`src/rtl/detect_head_sched.sv`:
```
// detect_head_sched: issues the 18 detect-head conv jobs one at a time to a
// shared conv engine, chaining ping/pong scratch and placing final outputs.
module detect_head_sched #(
    parameter int IN_CH1 = 1,
    parameter int IN_CH2 = 1,
    parameter int IN_CH3 = 1,
    parameter int IN_H1  = 1,
    parameter int IN_H2  = 1,
    parameter int IN_H3  = 1,
    parameter int IN_W1  = 1,
    parameter int IN_W2  = 1,
    parameter int IN_W3  = 1,
    parameter int REG_CH = 64,
    parameter int CLS_CH = 80,
    parameter int OFF_W  = 32
) (
    input  logic             clk,
    input  logic             rst_n,
    input  logic             start,
    output logic             busy,
    output logic             done,
    output logic             job_valid,
    input  logic             job_ready,
    output logic [1:0]       job_scale,
    output logic             job_branch,
    output logic [1:0]       job_layer,
    output logic [15:0]      job_in_ch,
    output logic [15:0]      job_out_ch,
    output logic [15:0]      job_h,
    output logic [15:0]      job_w,
    output logic [1:0]       job_k,
    output logic             job_pad,
    output logic             job_mode,
    output logic [1:0]       job_src,
    output logic [1:0]       job_dst,
    output logic [OFF_W-1:0] job_dst_off,
    input  logic             eng_done,
    output logic             err_spurious
);

    localparam int OUT_CH = REG_CH + CLS_CH;
    localparam int A1     = IN_H1 * IN_W1;
    localparam int A2     = IN_H2 * IN_W2;
    localparam int A3     = IN_H3 * IN_W3;
    localparam int BASE2  = OUT_CH * A1;
    localparam int BASE3  = BASE2 + OUT_CH * A2;

    // Output offsets are fixed by the feature-map geometry.
    localparam logic [OFF_W-1:0] OFF_1R = '0;
    localparam logic [OFF_W-1:0] OFF_1C = OFF_W'(REG_CH * A1);
    localparam logic [OFF_W-1:0] OFF_2R = OFF_W'(BASE2);
    localparam logic [OFF_W-1:0] OFF_2C = OFF_W'(BASE2 + REG_CH * A2);
    localparam logic [OFF_W-1:0] OFF_3R = OFF_W'(BASE3);
    localparam logic [OFF_W-1:0] OFF_3C = OFF_W'(BASE3 + REG_CH * A3);

    localparam logic [15:0] CH1   = 16'(IN_CH1);
    localparam logic [15:0] CH2   = 16'(IN_CH2);
    localparam logic [15:0] CH3   = 16'(IN_CH3);
    localparam logic [15:0] H1    = 16'(IN_H1);
    localparam logic [15:0] H2    = 16'(IN_H2);
    localparam logic [15:0] H3    = 16'(IN_H3);
    localparam logic [15:0] W1    = 16'(IN_W1);
    localparam logic [15:0] W2    = 16'(IN_W2);
    localparam logic [15:0] W3    = 16'(IN_W3);
    localparam logic [15:0] RCH   = 16'(REG_CH);
    localparam logic [15:0] CCH   = 16'(CLS_CH);

    typedef enum logic [1:0] {
        S_IDLE,
        S_ISSUE,
        S_WAIT,
        S_DONE
    } state_e;

    state_e state_q, state_d;

    logic [4:0] idx_q, idx_d;
    logic [1:0] scale_q, scale_d;
    logic       branch_q, branch_d;
    logic [1:0] layer_q, layer_d;

    logic busy_q, busy_d;
    logic done_q, done_d;
    logic valid_q, valid_d;
    logic err_q, err_d;

    logic [1:0]       job_scale_q, job_scale_d;
    logic             job_branch_q, job_branch_d;
    logic [1:0]       job_layer_q, job_layer_d;
    logic [15:0]      job_in_ch_q, job_in_ch_d;
    logic [15:0]      job_out_ch_q, job_out_ch_d;
    logic [15:0]      job_h_q, job_h_d;
    logic [15:0]      job_w_q, job_w_d;
    logic [1:0]       job_k_q, job_k_d;
    logic             job_pad_q, job_pad_d;
    logic             job_mode_q, job_mode_d;
    logic [1:0]       job_src_q, job_src_d;
    logic [1:0]       job_dst_q, job_dst_d;
    logic [OFF_W-1:0] job_off_q, job_off_d;

    logic last;
    logic accept_start;
    logic advance;
    logic active;

    logic [15:0]      sc_in_ch;
    logic [15:0]      sc_h;
    logic [15:0]      sc_w;
    logic [OFF_W-1:0] sc_off_r;
    logic [OFF_W-1:0] sc_off_c;
    logic [15:0]      br_ch;

    assign last         = (idx_q == 5'd17);
    assign accept_start = (state_q == S_IDLE) && start;
    assign advance      = (state_q == S_WAIT) && eng_done && !last;

    // State register
    always_ff @(posedge clk or negedge rst_n) begin
        if (!rst_n) begin
            state_q <= S_IDLE;
        end else begin
            state_q <= state_d;
        end
    end

    // Next-state logic
    always_comb begin
        state_d = state_q;
        unique case (state_q)
            S_IDLE:  if (start) state_d = S_ISSUE;
            S_ISSUE: if (job_ready) state_d = S_WAIT;
            S_WAIT: begin
                if (eng_done) begin
                    state_d = last ? S_DONE : S_ISSUE;
                end
            end
            S_DONE:  state_d = S_IDLE;
            default: state_d = S_IDLE;
        endcase
    end

    // Job index walks layer, then branch, then scale.
    always_comb begin
        idx_d    = idx_q;
        scale_d  = scale_q;
        branch_d = branch_q;
        layer_d  = layer_q;
        if (accept_start || state_q == S_DONE) begin
            idx_d    = '0;
            scale_d  = '0;
            branch_d = 1'b0;
            layer_d  = '0;
        end else if (advance) begin
            idx_d = idx_q + 5'd1;
            if (layer_q == 2'd2) begin
                layer_d = '0;
                if (branch_q) begin
                    branch_d = 1'b0;
                    scale_d  = scale_q + 2'd1;
                end else begin
                    branch_d = 1'b1;
                end
            end else begin
                layer_d = layer_q + 2'd1;
            end
        end
    end

    always_comb begin
        sc_in_ch = '0;
        sc_h     = '0;
        sc_w     = '0;
        sc_off_r = '0;
        sc_off_c = '0;
        unique case (scale_d)
            2'd0: begin
                sc_in_ch = CH1;
                sc_h     = H1;
                sc_w     = W1;
                sc_off_r = OFF_1R;
                sc_off_c = OFF_1C;
            end
            2'd1: begin
                sc_in_ch = CH2;
                sc_h     = H2;
                sc_w     = W2;
                sc_off_r = OFF_2R;
                sc_off_c = OFF_2C;
            end
            2'd2: begin
                sc_in_ch = CH3;
                sc_h     = H3;
                sc_w     = W3;
                sc_off_r = OFF_3R;
                sc_off_c = OFF_3C;
            end
            default: begin
                sc_in_ch = '0;
            end
        endcase
    end

    assign br_ch  = branch_d ? CCH : RCH;
    assign active = (state_d == S_ISSUE) || (state_d == S_WAIT);

    // Output logic: registered descriptor follows the next job index.
    always_comb begin
        busy_d       = (state_d != S_IDLE);
        done_d       = (state_d == S_DONE);
        valid_d      = (state_d == S_ISSUE);
        job_scale_d  = '0;
        job_branch_d = 1'b0;
        job_layer_d  = '0;
        job_in_ch_d  = '0;
        job_out_ch_d = '0;
        job_h_d      = '0;
        job_w_d      = '0;
        job_k_d      = '0;
        job_pad_d    = 1'b0;
        job_mode_d   = 1'b0;
        job_src_d    = '0;
        job_dst_d    = '0;
        job_off_d    = '0;
        if (active) begin
            job_scale_d  = scale_d;
            job_branch_d = branch_d;
            job_layer_d  = layer_d;
            job_in_ch_d  = (layer_d == 2'd0) ? sc_in_ch : br_ch;
            job_out_ch_d = br_ch;
            job_h_d      = sc_h;
            job_w_d      = sc_w;
            job_k_d      = (layer_d == 2'd2) ? 2'd1 : 2'd3;
            job_pad_d    = (layer_d != 2'd2);
            job_mode_d   = (layer_d == 2'd2);
            job_src_d    = layer_d;
            job_dst_d    = layer_d + 2'd1;
            if (layer_d == 2'd2) begin
                job_off_d = branch_d ? sc_off_c : sc_off_r;
            end
        end
    end

    // A completion is only legitimate while a job is outstanding.
    always_comb begin
        err_d = err_q;
        if (accept_start) err_d = 1'b0;
        if (eng_done && state_q != S_WAIT) err_d = 1'b1;
    end

    always_ff @(posedge clk or negedge rst_n) begin
        if (!rst_n) begin
            idx_q        <= '0;
            scale_q      <= '0;
            branch_q     <= 1'b0;
            layer_q      <= '0;
            busy_q       <= 1'b0;
            done_q       <= 1'b0;
            valid_q      <= 1'b0;
            err_q        <= 1'b0;
            job_scale_q  <= '0;
            job_branch_q <= 1'b0;
            job_layer_q  <= '0;
            job_in_ch_q  <= '0;
            job_out_ch_q <= '0;
            job_h_q      <= '0;
            job_w_q      <= '0;
            job_k_q      <= '0;
            job_pad_q    <= 1'b0;
            job_mode_q   <= 1'b0;
            job_src_q    <= '0;
            job_dst_q    <= '0;
            job_off_q    <= '0;
        end else begin
            idx_q        <= idx_d;
            scale_q      <= scale_d;
            branch_q     <= branch_d;
            layer_q      <= layer_d;
            busy_q       <= busy_d;
            done_q       <= done_d;
            valid_q      <= valid_d;
            err_q        <= err_d;
            job_scale_q  <= job_scale_d;
            job_branch_q <= job_branch_d;
            job_layer_q  <= job_layer_d;
            job_in_ch_q  <= job_in_ch_d;
            job_out_ch_q <= job_out_ch_d;
            job_h_q      <= job_h_d;
            job_w_q      <= job_w_d;
            job_k_q      <= job_k_d;
            job_pad_q    <= job_pad_d;
            job_mode_q   <= job_mode_d;
            job_src_q    <= job_src_d;
            job_dst_q    <= job_dst_d;
            job_off_q    <= job_off_d;
        end
    end

    assign busy         = busy_q;
    assign done         = done_q;
    assign job_valid    = valid_q;
    assign err_spurious = err_q;
    assign job_scale    = job_scale_q;
    assign job_branch   = job_branch_q;
    assign job_layer    = job_layer_q;
    assign job_in_ch    = job_in_ch_q;
    assign job_out_ch   = job_out_ch_q;
    assign job_h        = job_h_q;
    assign job_w        = job_w_q;
    assign job_k        = job_k_q;
    assign job_pad      = job_pad_q;
    assign job_mode     = job_mode_q;
    assign job_src      = job_src_q;
    assign job_dst      = job_dst_q;
    assign job_dst_off  = job_off_q;

endmodule

```
`config.mk`:
```
export PLATFORM = sky130hd
export DESIGN_NAME = detect_head_sched
export DESIGN_NICKNAME = d
export VERILOG_FILES = /design/src/rtl/detect_head_sched.sv
export SDC_FILE = /design/constraint.sdc
export NUM_CORES = 1
export LEC_CHECK = 0
export ABC_AREA = 1
export CAP_MARGIN = 0
export CORE_ASPECT_RATIO = 0.7
export CORE_MARGIN = 2
export CORE_UTILIZATION = 39
export CTS_CLUSTER_SIZE = 20
export DETAILED_ROUTE_END_ITERATION = 12
export PLACE_DENSITY = 0.82
export SYNTH_ARGS = -nofsm -noshare
export SYNTH_HDL_FRONTEND = slang
export SYNTH_SLANG_ARGS = --single-unit
export TNS_END_PERCENT = 5
```
`constraint.sdc`:
```
create_clock -name clk -period 2.1 [get_ports clk]
set_input_delay 0.63 -clock clk [delete_from_list [all_inputs] [get_ports clk]]
set_output_delay 0.63 -clock clk [all_outputs]
set_load 0.1 [all_outputs]
```
-- Word level (Yosys, flattened, before mapping)
Index checks and enable logic that the tools add are counted.
- eq/ne operators: 13
- reductions and logical operators: 14
- add/sub/neg operators: 4
- mux-type cells: 39
- operator list (operator ; count):
    $mux W32 ; 3
    $mux W16 ; 3
    $mux W2 ; 16
    $pmux W9 S3 ; 1
    $pmux W9 S2 ; 1
    $mux W5 ; 3
    $eq A2 B2 Y1 const B ; 7
    $mux W1 ; 10
    $pmux W2 S4 ; 1
    $mux W7 ; 1
    $add A2 B1 Y2 const B ; 3
    $eq A2 B1 Y1 const B ; 3
    $logic_not A2 Y1 ; 3
    $reduce_bool A2 Y1 ; 3
    $add A5 B1 Y5 const B ; 1
    $eq A5 B5 Y1 const B ; 1
    $logic_and A1 B1 Y1 ; 4
    $ne A2 B2 Y1 const B ; 2
    $reduce_or A3 Y1 ; 1
    $logic_or A1 B1 Y1 ; 2
    $logic_not A1 Y1 ; 1
- bits in registers: 107
- output and inout bits: 113

-- Longest topological paths before layout
Gate-level depths: netlist (run 1).
- depth after elaboration: 10
- mapped depth: 14
- mapped depth without buffers: 14

-- Least setup slack after synthesis (run 1)
OpenSTA, ideal clock, no wires.
- kind: flip-flop to output port
- start: register job_off_q[7], in the netlist job_dst_off[7]
- end: output port job_dst_off[7]
- path slack: 0.146 ns
- stages on the path, launching flop included: 2
- buffers on the path: 1
- data arrival time: 1.324 ns
- cell sequence: dfrtp_1 -> buf_4
- RTL lines (what ; RTL line ; text):
    from (decl) ; 99 ; logic [OFF_W-1:0] job_off_q, job_off_d;
    from (signal assigned) ; 294 ; job_off_q <= job_off_d;
    to (decl) ; 36 ; output logic [OFF_W-1:0] job_dst_off,
No word-level cell between the ends.

-- Worst setup path after layout (run 1)
- start: input port start
- end: register job_branch_q, in the netlist job_branch
- word-level cells in the longest chain between the ends: 5
- RTL lines (what ; RTL line ; text):
    from (decl) ; 19 ; input logic start,
    $mux W2 (*) ; 130 ; S_IDLE: if (start) state_d = S_ISSUE;
    $pmux W2 S4 (*) ; 129 ; unique case (state_q)
    $eq A2 B1 Y1 / $eq A2 B2 Y1 (equally long branches) ; 204 ; assign active = (state_d == S_ISSUE) || (state_d == S_WAIT);
    $logic_or A1 B1 Y1 (*) ; 204 ;
    named net active ; 104 ; logic active;
    $mux W1 (*) ; 224 ; if (active) begin
    named net job_branch_d ; 88 ; logic job_branch_q, job_branch_d;
    to (signal assigned) ; 283 ; job_branch_q <= job_branch_d;
    to (decl) ; 88 ;
Mark *: on every way through the listed nets, which the timed path passes. The rest lies on a longest branch.
A chain may end at the register's enable or synchronous reset.

==> results of run 1 <==
## what timing repair did
action	in CTS	in global routing
gates resized for setup	0	5
endpoints found under the hold margin	0	0
setup buffers	0	3
setup endpoints to repair	0	7
## metal layers
layer  share of wire (%)  vias up  global-route usage, %
met5                   0        -                      0
met4                 1.3        0                   4.92
met3                 6.4        6                   3.72
met2                  55       48                   19.8
met1                  38      596                   12.2
li1                    -      628                      -
## placed cells by master (no fill, tap or decap), types with 2 or more instances in the layout
master / count
dfrtp_1: 33
inv_1: 24
nand4_1: 2
buf_4: 24
nor2_4: 2
inv_2: 3
o21ai_0: 5
ha_1: 6
nor2_1: 19
nand3_1: 7
clkbuf_8: 5
nand2_2: 2
buf_12: 24
clkdlybuf4s50_1: 3
conb_1: 84
xor2_1: 3
nand2_1: 22
nor3_1: 3
clkbuf_1: 3
## cells in the mapped netlist (all sizes together)
master	n	share of area (%)
ha	7	4.2
nand4	2	0.60
xor2	3	1.3
nor2	22	4.8
a21oi	2	0.66
buf	92	33
dfrtp	33	40
a22oi	1	0.36
o21ai	6	1.4
inv	27	4.9
nand3	7	1.7
nor3b	1	0.36
clkinv	1	0.24
a211oi	1	0.36
nand2	25	5.0
nor3	3	0.72
conb	1	0.18
## stage by stage
step / TNS, ns / util, %
after floorplan: 0 / -
after global placement: -1.74 / 47.6
after detailed placement: -2.63 / 47.6
after CTS: 0 / 49.1
after global routing: -0.128 / 49.7
final: 0 / 49.7
## worst max-delay path by stage
stage	slack, ns	end	depth (start not counted)
2_1_floorplan	0.15	job_dst_off[7]	1
3_3_place_gp	-0.18	job_dst_off[7]	10
3_5_place_dp	-0.25	job_dst_off[5]	12
4_1_cts	0.05	job_dst_off[5]	12
5_1_grt	-0.03	job_dst_off[6]	10
6_report	0.11	job_branch	7
## sequential cells by signal, indices dropped and copies added, names as in the netlist
register and count:
done 1, scale_q 2, busy 1, state_q 2, job_k 2, layer_q 2
job_in_ch 3, job_mode 1, branch_q 1, job_branch 1, job_scale 2, job_valid 1
job_src 2, job_w 1, err_spurious 1, job_dst_off 3, job_dst 2, idx_q 5
## cell type report
class / instances / area share (%)
flip-flops and latches: 33 / 32.1
repair buffers: 52 / 27.3
multi-input cells: 164 / 29.8
inverters: 28 / 4.13
well taps: 72 / 3.50
clock buffers: 8 / 3.11
## cell families (layout without fill, tap and decap cells)
group | count (synthesis) | in the layout | synth area share, %
other | 1 | 84 | 0.181
buffers and inverters | 120 | 88 | 38.4
and+or+nand+nor | 60 | 60 | 13.2
DFF | 33 | 33 | 39.8
AOI/OAI and AO/OA | 10 | 10 | 2.84
xor gates and xnor gates | 3 | 3 | 1.27
adders and majority gates | 7 | 7 | 4.22
## worst reg2reg max path: cells and delay by family (launching register included)
kind | cells | cell delay, ns
AOI/OAI and AO/OA | 1 | 0.19
buffers and inverters | 5 | 0.30
and+or+nand+nor | 5 | 0.42
adders and majority gates | 2 | 0.51
DFF | 1 | 0.42
==> results.md, run 1 <==
* Initial antenna violation count at 0
* Num CTS Buffers at 5
* Die X at 91.1 um
* Seq/Total Area, Yosys at 39.8%
* Hold Slack at 0.515 ns
* Die area at 5920 um^2
* Mapped Cells at 234
* Clk_lat worst skew at 0.28 ns
* Critical path fanouts, max at 8
* Synthesis-to-finish area growth at 24.1%
* Crit path max-delay cell type: clkdlybuf4s50_1
* Synthesized cell area at 2070 um^2
* Warnings from Yosys at 0
* Core area at 5170 um^2
* Status: completed
* Top delay family on crit path: buffers and inverters
* R2R cell count at 13
* Critical Path AT at 2.15 ns
* Synth cell types at 24
* Final-report hold violation count at 0
* Area of the multi-input gates at 767 um^2
* Largest stage delay, worst path at 0.41 ns
* Nets@finish at 296
* GPL Wtd Cong at 0.834
* DPL Wire Length at 2690 um
* Depth of the worst hold-timing path at 1
* Most Frequent Cell on Critical Path: nor2_1
* # placed instances at 346
* Antenna cells at 0
* Worst r2r dst: job_dst[1]
* First-pass GRT wire length at 5120 um
* Placed Area at 2460 um^2
* Crit end category: flip-flop
* Hold Path Class: reg -> reg
* I/O pin count at 118
* CTS H-Tree Depth at 2
* Die H at 65 um
* DRC at 0
* Kind of critical path: in -> reg
* GRT overflow at 0
* Crit-path cells: clkdlybuf4s50_1 > nand2_1 > nor2_1 > a211oi_1 > ha_1 > inv_1 > nor2_1
* Count of final setup violators at 0
* Final instance area at 2570 um^2
* Total Wirelength at 3370 um
* Vias post-DR at 1278
* Root Buffer: clkbuf_8
* # port buffers at 33
* CTS tree: yes
* Fmax at 502 MHz
* Worst setup margin at 0.107 ns
* Mapped Avg Cell Area at 8.86 um^2
* Hold Crit Start: scale_q[1]
* Max_cap viols at 0
* Crit share post-route at 94.9%
* Vias in the first global route at 1124
* Register area at 826 um^2
* # fillers at 475
* CTS Buffer Depth at 2
* CP bufs+invs at 2
* Cts hold-fix bufs at 0
* Drt wl/cell at 9.43 um
* Rows at 22
* R2R Setup Slk at 0.16 ns
* #FFs+latches synth at 33
* Clk slew on worst S/H paths at 0.06 ns
* Crit path required time at 2.26 ns
* Crit path launch: start
* Clock sinks at 33
* DRT antenna net count at 0
* Pre-CTS setup slack at -0.253 ns
* First-pass DRT Iterations at 6
* Worst Hold End: job_dst_off[7]
* Share of post-route cells with drive strength above 1 at 22.8%
* Final number of max-transition violations at 0
* Fin Clk Skew at 0.00110 ns
* Initial Util at 40.1%
* All-Layer GR Usage at 11.1%
* Initial DRC count at 53
* Startpoint types: input pin
* Worst r2r src: idx_q[0]
* Vias per Instance at 3.58
* Largest net degree at the start of global routing at 34
* RSZ-0062 raised after global routing: yes
* Fin crit period at 1.99 ns
* Final Non-Filler Cells at 357
Power of run 1 is left out: the tool's default activity adds up to more than one toggle a clock period on the data nets, which glitch-free logic cannot reach.
==> run 2, diff against run 1 <==
==> constraint.sdc (replaced) <==
create_clock -name clk -period 2.1 [get_ports clk]
set_input_delay 0.525 -clock clk [delete_from_list [all_inputs] [get_ports clk]]
set_output_delay 0.525 -clock clk [all_outputs]
set_load 0.1 [all_outputs]
==> run 2 against run 1 <==
Die area did not move. Final cell count is 0.84% lower. Flip-flop and latch count unchanged. Sequential share of layout area is 3.8 points higher. Count of clock-buffer cells in the layout fell by 3. Clock skew increased by 0.0065 ns. Register-to-register slack better by 0.07 ns. Design area decreased by 11%. First-iteration DRC count is 3.8% higher.
==> results.md, run 2 (synthesis results as in run 1) <==
* Antenna cells at 0 (unchanged)
* All-Layer GR Usage at 9.79% (-1.3 points)
* Drt wl/cell at 8.66 um (-8.1%)
* Fin crit period at 1.93 ns (-0.0675 ns)
* R2R cell count at 13 (unchanged)
* Clk_lat worst skew at 0.29 ns (about the same)
* Commonest non-fill, non-tap cell in the layout: conb_1
* Worst Hold End: job_dst_off[7]
* GRT overflow at 0 (unchanged)
* Rows at 22 (unchanged)
* Initial antenna violation count at 0 (unchanged)
* Initial Util at 40.1% (unchanged)
* Worst r2r src: idx_q[1]
* R2R Setup Slk at 0.23 ns (+0.07 ns)
* Hold Path Class: reg -> reg
* Num CTS Buffers at 5 (unchanged)
* Total Wirelength at 3070 um (-8.9%)
* Vias in the first global route at 1001 (-11%)
* Root Buffer: clkbuf_8
* Die X at 91.1 um (unchanged)
* Synthesis-to-finish area growth at 11.0%
* Status: completed
* DRC at 0 (unchanged)
* CTS Buffer Depth at 2 (unchanged)
* Clock sinks at 33 (unchanged)
* Vias post-DR at 1264 (-1.1%)
* Cts hold-fix bufs at 0 (unchanged)
* Die area at 5920 um^2 (unchanged)
* Max reg flops at 5 (unchanged)
* Fin Clk Skew at 0.00765 ns (+0.00655 ns)
* Count of final setup violators at 0 (unchanged)
* Fmax at 519 MHz (+3.5%)
* Hold Slack at 0.512 ns (-0.00256 ns)
* Max_cap viols at 0 (unchanged)
* Die H at 65 um (unchanged)
* Setup Fix Bufs, Post-CTS at 0 (unchanged)
* # port buffers at 33 (unchanged)
* Crit share post-route at 91.7% (-3.2 points)
* Startpoint types: input pin
* RSZ-0062 raised after global routing: no
* Final-report hold violation count at 0 (unchanged)
* I/O pin count at 118 (unchanged)
* DRT antenna net count at 0 (unchanged)
* Crit path required time at 2.32 ns (+0.06 ns)
* Depth of the worst hold-timing path at 1 (unchanged)
* Core area at 5170 um^2 (unchanged)
* First-pass DRT Iterations at 5 (-1)
* Post-CTS Resized at 0 (unchanged)
* GPL Wtd Cong at 0.762 (-8.6%)
* Kind of critical path: in -> reg
* Clk slew on worst S/H paths at 0.07 ns (about the same)
* Nets@finish at 293 (-1.0%)
* First-pass GRT wire length at 4530 um (-12%)
* Hold Crit Start: scale_q[1]
* Largest register by flop count: idx_q
* Critical Path AT at 2.14 ns (about the same)
* Critical path fanouts, max at 5 (-3)
* Initial DRC count at 55 (+3.8%)
* Share of post-route cells with drive strength above 1 at 22.7% (-0.11 points)
* Vias per Instance at 3.57 (-0.26%)
* Crit end category: flip-flop
* Highest-count cells in the layout ignoring fill and taps: conb_1 (84), buf_4 (45), dfrtp_1 (33)
* CTS tree: yes
* Largest net degree at the start of global routing at 34 (unchanged)
* CTS H-Tree Depth at 2 (unchanged)
* Final number of max-transition violations at 0 (unchanged)
* DPL Wire Length at 2410 um (-10%)
* Worst r2r dst: job_dst[1]
-- run 2: cell count changes in the layout (fill, tap and decap cells not counted), sizes merged --
cell,before,now
bufinv,0,2
dlymetal6s2s,1,0
clkinv,1,2
buf,48,45
clkbuf,8,5
clkdlybuf4s50,3,4
-- run 2: through the flow --
step                      TNS [ns]  util (%)  setup slack (ns)  cells  cell area [um^2]
final                            0      44.5             0.175    354              2300
after global routing             0      44.5           0.00634    354              2300
after CTS                        0      44.4             0.164    354              2300
after detailed placement    -0.756      41.8            -0.141    346              2160
after global placement      -0.225      41.8           -0.0744    346              2160
after floorplan                  0         -             0.251    317              2380
-- run 2: worst max path at each step --
| stage | start | endpoint |
|---|---|---|
| finish | eng_done | job_dst_off[5] |
| detailed placement | eng_done | job_dst_off[5] |
| CTS | eng_done | job_dst_off[5] |
| global placement | eng_done | job_dst_off[7] |
| floorplan | job_dst_off[7] | job_dst_off[7] |
| global route | eng_done | job_dst_off[5] |
-- run 2: cell type report --
class                           count  area [um^2]
Fill cell                         513         2870
Timing Repair Buffer               49          378
Sequential cell                    33          826
Clock buffer                        5         68.8
Multi-Input combinational cell    164          767
Inverter                           28          106
Clock inverter                      3         65.1
Tap cell                           72         90.1
-- run 2: worst max-delay path, stage by stage --
cell,delay [ns]
clkdlybuf4s50_1,0.47
inv_1,0.07
nor2_4,0.15
nand2_4,0.08
clkinv_2,0.07
nand2_1,0.06
a21oi_2,0.18
ha_1,0.20
nand2_2,0.07
inv_1,0.08
nand2_1,0.06
nor2_1,0.10
-- run 2: routing by layer --
metal	share of wire [%]	track usage, %	vias up	wire (um)
li1	-	-	625	-
met2	49	15.9	43	1510
met3	7.3	4.53	4	223
met4	0.88	2.27	0	27
met5	0	0	-	0
met1	43	11.9	592	1300
Power of run 2 is left out for the same reason.
